[src/rtl/msgdma_ready_latency_adapter.sv]
// Bridges a readyLatency-0 stream onto a sink with readyLatency = READY_LATENCY.
// A small FIFO absorbs beats while the sink's delayed ready grant is in flight.
module msgdma_ready_latency_adapter #(
  parameter int DATA_WIDTH    = 256,
  parameter int READY_LATENCY = 2,
  parameter int DEPTH         = 4
) (
  input  logic                      clk,
  input  logic                      reset_n,
  output logic                      in_ready,
  input  logic                      in_valid,
  input  logic [DATA_WIDTH-1:0]     in_data,
  input  logic                      out_ready,
  output logic                      out_valid,
  output logic [DATA_WIDTH-1:0]     out_data,
  output logic [$clog2(DEPTH):0]    fill_level
);

  localparam int AW = $clog2(DEPTH);
  localparam int CW = AW + 1;

  logic [DATA_WIDTH-1:0]    mem [DEPTH];
  logic [AW-1:0]            wr_ptr;
  logic [AW-1:0]            rd_ptr;
  logic [CW-1:0]            count;
  logic [READY_LATENCY-1:0] rp;
  logic                     live;
  logic                     rdy_ok;
  logic                     push;
  logic                     pop;

  // live keeps in_ready low while reset is held and for no longer than one clock after
  assign in_ready   = live & (count != CW'(DEPTH));
  assign rdy_ok     = rp[READY_LATENCY-1];
  assign out_valid  = rdy_ok & (count != '0);
  assign out_data   = out_valid ? mem[rd_ptr] : '0;
  assign fill_level = count;
  assign push       = in_valid & in_ready;
  assign pop        = out_valid;

  always_ff @(posedge clk or negedge reset_n) begin
    if (!reset_n) begin
      live   <= 1'b0;
      wr_ptr <= '0;
      rd_ptr <= '0;
      count  <= '0;
      rp     <= '0;
    end else begin
      live  <= 1'b1;
      rp[0] <= out_ready;
      for (int k = 1; k < READY_LATENCY; k++) begin
        rp[k] <= rp[k-1];
      end
      if (push) begin
        wr_ptr <= wr_ptr + AW'(1);
      end
      if (pop) begin
        rd_ptr <= rd_ptr + AW'(1);
      end
      case ({push, pop})
        2'b10:   count <= count + CW'(1);
        2'b01:   count <= count - CW'(1);
        default: count <= count;
      endcase
    end
  end

  // Payload storage carries no reset; out_data is masked while out_valid is low
  always_ff @(posedge clk) begin
    if (push) begin
      mem[wr_ptr] <= in_data;
    end
  end

endmodule

[config.mk]
export PLATFORM = sky130hd
export DESIGN_NAME = msgdma_ready_latency_adapter
export DESIGN_NICKNAME = d
export VERILOG_FILES = /design/src/rtl/msgdma_ready_latency_adapter.sv
export SDC_FILE = /design/constraint.sdc
export NUM_CORES = 1
export LEC_CHECK = 0
export BUFFER_PORTS_ARGS = -buffer_cell sky130_fd_sc_hd__buf_2
export CAP_MARGIN = 20
export CORE_UTILIZATION = 55
export DETAILED_ROUTE_END_ITERATION = 6
export PLACE_DENSITY = 0.78
export RECOVER_POWER = 100
export SYNTH_ARGS = -nofsm -noshare
export SYNTH_HDL_FRONTEND = slang
export SYNTH_SLANG_ARGS = --single-unit
[constraint.sdc]
create_clock -name clk -period 16.7 [get_ports clk]
set_input_delay 0.835 -clock clk [delete_from_list [all_inputs] [get_ports clk]]
set_output_delay 0.835 -clock clk [all_outputs]
set_load 0.03 [all_outputs]
---- Word level (Yosys, flattened, before mapping) ----
Memory sizes are Yosys's and may differ from the RTL's.
Cells that the tools add are included.
storage, ports and cells
  output and inout port bits .............. 261
  bits in latches ......................... 0
  ROM bits ................................ 0
  logic and storage cells ................. 22
  memory bits (writable) .................. 1024
  input port bits ......................... 260
  memories kept ........................... 1
  bits in registers ....................... 10
operators by class
  muxes and demuxes ....................... 4
  multipliers ............................. 0
  reduce and logical (&&, ||, !) cells .... 2
  equality and inequality tests ........... 3
  magnitude comparators ................... 0
  div/mod/pow operators ................... 0
  bitwise logic cells ..................... 3
  $add $sub $neg .......................... 4
  shift operators ......................... 0
memory list
  name  depth  width  rd ports  clocked after memory_dff  write ports  line  RTL
  mem   4      256    1         0                         1            22    logic [DATA_WIDTH-1:0] mem [DEPTH];
operators with widths
  kind                                                                    number
  256-bit two-way mux                                                     1
  3-bit case mux with 2 select lines                                      1
  2-bit by 1-bit adder with 2-bit output (second input constant)          2
  3-bit by 1-bit adder with 3-bit output (second input constant)          1
  1-bit AND                                                               3
  3-bit inequality test (second input constant)                           1
  3-bit nonzero test                                                      1
  3-bit by 1-bit subtractor with 3-bit output (second input constant)     1
  2-bit by 1-bit equality test with 1-bit output (second input constant)  1
  2-bit equality test (second input constant)                             1
  1-bit two-way mux                                                       2
  2-bit nonzero test                                                      1

---- Depth between registers and ports, before layout ----
  depth after elaboration ................. 5
  gate-level depth with buffers ........... 9
  gate-level depth less buffers ........... 9

---- Worst setup path after synthesis ----
Ideal clock, no wire load.
  path type ............................... input to register
  start point ............................. input port in_valid
  end point ............................... memory mem[0][0], enable pin
  stages .................................. 3
  path slack .............................. 8.989 ns
  required time ........................... 16.051 ns
  data arrival time ....................... 7.062 ns
  library setup time ...................... 0.649 ns
  path buffers ............................ 0
  cells stage by stage .................... nand2_1 > a21oi_1 > and2_1
between the ends
  word-level cells in the longest chain between the ends .. 3
ends and longest elaborated chain
  what                                     line  RTL
  start: declaration                       11    input logic in_valid,
  1-bit AND                                38    assign push = in_valid & in_ready;
  1-bit two-way mux                        70    if (push) begin
  1-bit two-way mux (implied by the code)  71    mem[wr_ptr] <= in_data;
  end: declaration                         22
Every way passes these cells.

---- Worst setup path in the final report ----
  start point ............................. register count[0], in the netlist fill_level[0]
  end point ............................... memory mem[2][121], enable pin
between the ends
  word-level cells in the longest chain between the ends .. 5
ends and longest elaborated chain
  what                                     line  RTL
  start: declaration                       25    logic [CW-1:0] count;
  start signal: assignment                 61    2'b10: count <= count + CW'(1);
  start signal: assignment                 62    2'b01: count <= count - CW'(1);
  start signal: assignment                 63    default: count <= count;
  3-bit inequality test                    33    assign in_ready = live & (count != CW'(DEPTH));
  1-bit AND                                33
  1-bit AND                                38
  1-bit two-way mux                        70
  1-bit two-way mux (implied by the code)  71
Every way passes these cells.

==> results.json <==
{
  "grt-ovfl-total": 0,
  "final_cells": 3256,
  "wl_um": 79800,
  "combPwrFrac_pct": 29.2,
  "p_clk_share_pct": 28.6,
  "intPower_w": 0.00537,
  "reg2reg_slack_ns": 6.88,
  "fin_util_pct": 64.7,
  "place_hpwl_um": 47300,
  "cp.arrival_ns": 9.99,
  "final_nets": 2489,
  "initial_core_util_pct": 55.7,
  "synthToLayoutAreaGrowth_pct": 16.1,
  "io_pins": 521,
  "leakage_nw": 14.7,
  "cp-start-kind": "flop",
  "drtPass1Iterations": 5,
  "yosys_warnings": 0,
  "clkLatencyLatePin_ns": 0.66,
  "yosysTopAreaCellShare_pct": 78.5,
  "synth-edff-count": 1024,
  "synth_cell_type_count": 20,
  "failed_checks": "capacitance limit, slew limit",
  "cp_max_fo": 65,
  "timing.rr.start": "fill_level[0]",
  "ant_nets": 0,
  "avgSynthCellArea_um2": 23.5,
  "synthTopCellsByArea": "edfxtp_1 79%, mux4_2 15%, and2_1 4.2%",
  "criticalPathCategory": "flop to flop",
  "via_count": 18449,
  "hp-class": "input pin to async pin",
  "hold_violations": 0,
  "final_cell_mix": "1024 x edfxtp_1, 374 x clkbuf_1, 256 x mux4_2, 193 x and2_0, 193 x buf_2",
  "die_x_um": 269,
  "maxSlewViolCount": 1186,
  "die_area_um2": 72300,
  "die_y_um": 269,
  "p_per_area_nw_per_um2": 171,
  "synthFlopType": "edfxtp_1",
  "grt_max_degree": 143,
  "hold_buffers": 0,
  "cts_setup_buffers": 0,
  "grt_pass1_vias": 19249,
  "finalPower_w": 0.00776,
  "min_period_over_period_pct": 58.8,
  "wl_per_cell_um": 24.5,
  "post_cts_resized": 0,
  "cts_buffer_depth": 3,
  "cts-root-buf": "clkbuf_16",
  "setup_viol": 0,
  "layout_commonest_cell": "edfxtp_1",
  "multi_input_area_um2": 7590,
  "via_per_inst": 5.67,
  "grt_pass1_wl_um": 117000,
  "nFillCells": 4642,
  "fin_tns_setup_ns": 0,
  "drt_iter0_drc": 1225,
  "crit_required_ns": 16.87,
  "synth-seq-cells": 1034,
  "synth_area_leader_cell": "edfxtp_1",
  "crit_path_end_kind": "flop",
  "numCtsBuffers": 99,
  "tritoncts": "built",
  "ys_seq_area_share_pct": 79.2,
  "gp_congestion": 0.783,
  "period_needed_ns": 9.82,
  "skew_ns": 0.0338,
  "status": "complete, but fails checks",
  "netlist_instances": 1664,
  "maxCapViolations": 20,
  "io_buffers": 520,
  "seqPwrFrac_pct": 42.3,
  "rsz0062_at_grt": "no",
  "drc": 0,
  "antenna_found_initial": 22,
  "tightest_slew_ns": 4.92,
  "fmax_mhz": 102,
  "core_area_um2": 70300,
  "syn_nets": 1930,
  "placed_cells_incl_taps": 3060,
  "synthArstFlopShare_pct": 0.967,
  "fp-row-count": 97,
  "switching_share_pct": 30.8,
  "relSlewSlack_pct": -228,
  "irDropWorstVdd_mv": 0.159,
  "seqCellArea_um2": 31000,
  "switching_power_w": 0.00239,
  "grt_usage_pct": 22.0,
  "drive_above_1_share_pct": 25.9,
  "syn_area_um2": 39200,
  "crit_start": "fill_level[0]",
  "cts_max_level": 3,
  "cts_num_sinks": 1034,
  "clk_pin_slew_ns": 0.06
}
-- stage by stage --
step	area (um2)	setup slack [ns]	hold WS [ns]
final	45500	6.88	0.199
after global routing	45500	6.10	0.211
after CTS	45900	11.95	0.0288
after detailed placement	42600	12.31	0.335
after global placement	42600	12.33	0.343
after floorplan	39200	8.99	0.331
-- power by group through the flow --
| stage | registers [W] | logic (W) | clock network, W |
|---|---|---|---|
| floorplan | 0.00333 | 0.00176 | 0 |
| finish | 0.00328 | 0.00226 | 0.00222 |
| CTS | 0.00329 | 0.00229 | 0.00226 |
| global placement | 0.00332 | 0.00226 | 0 |
| global route | 0.00330 | 0.00241 | 0.00236 |
| detailed placement | 0.00334 | 0.00228 | 0 |
-- Yosys cell counts (all sizes together), types with 2 or more instances --
master	instances
and2	260
buf	53
clkbuf	33
dfrtp	10
edfxtp	1024
ha	5
inv	6
mux4	256
nand2	2
nor2	2
xnor2	3
xor2	3
-- critical path, stage by stage (launching register included) --
cell      delay, ns
dfrtp_1        0.43
nor2_1         0.10
a21oi_1        0.45
and2_0         2.84
clkbuf_1       3.01
clkbuf_1       2.43
-- final timing paths --
check                              endpoint  cells after the start
worst max-delay path            mem[2][121]                      5
worst min-delay path                   live                      1
worst max register to register  mem[2][121]                      5
worst min register to register        rp[1]                      0
max in group asynchronous         rd_ptr[0]                      1
min in group clk                      rp[0]                      1
-- kinds of logic after synthesis --
kind of cell / after synthesis / share of synthesized area (%)
other cells: 1 / 0.00958
xor+xnor: 6 / 0.134
simple gates: 264 / 4.19
fa+ha+maj: 6 / 0.211
buf+inv: 92 / 1.47
flops: 1034 / 79.2
mux: 258 / 14.8
compound gates: 3 / 0.0543
-- flip-flops by register name, indices dropped and copies added, names as in the netlist --
signal / cells
fill_level: 3
live: 1
mem: 1024
rd_ptr: 2
rp: 2
wr_ptr: 2
-- per-layer routing --
metal / up-vias / GRT usage (%) / share of wire (%)
met5: - / 0 / 0.23
met2: 645 / 36.0 / 52
met1: 9672 / 27.7 / 37
met3: 148 / 6.54 / 8.4
met4: 26 / 8.54 / 2.8
li1: 7958 / - / -
-- cell type report --
| cell class | instances | share of cell area (%) |
|---|---|---|
| inverter | 6 | 0.0495 |
| clock inverter | 47 | 1.23 |
| clock buffer | 137 | 5.94 |
| multi-input combinational | 538 | 16.7 |
| timing repair buffer | 544 | 5.24 |
| tap | 940 | 2.59 |
| sequential | 1034 | 68.2 |
| antenna | 10 | 0.0550 |
Power figures use the tool's default switching activity.
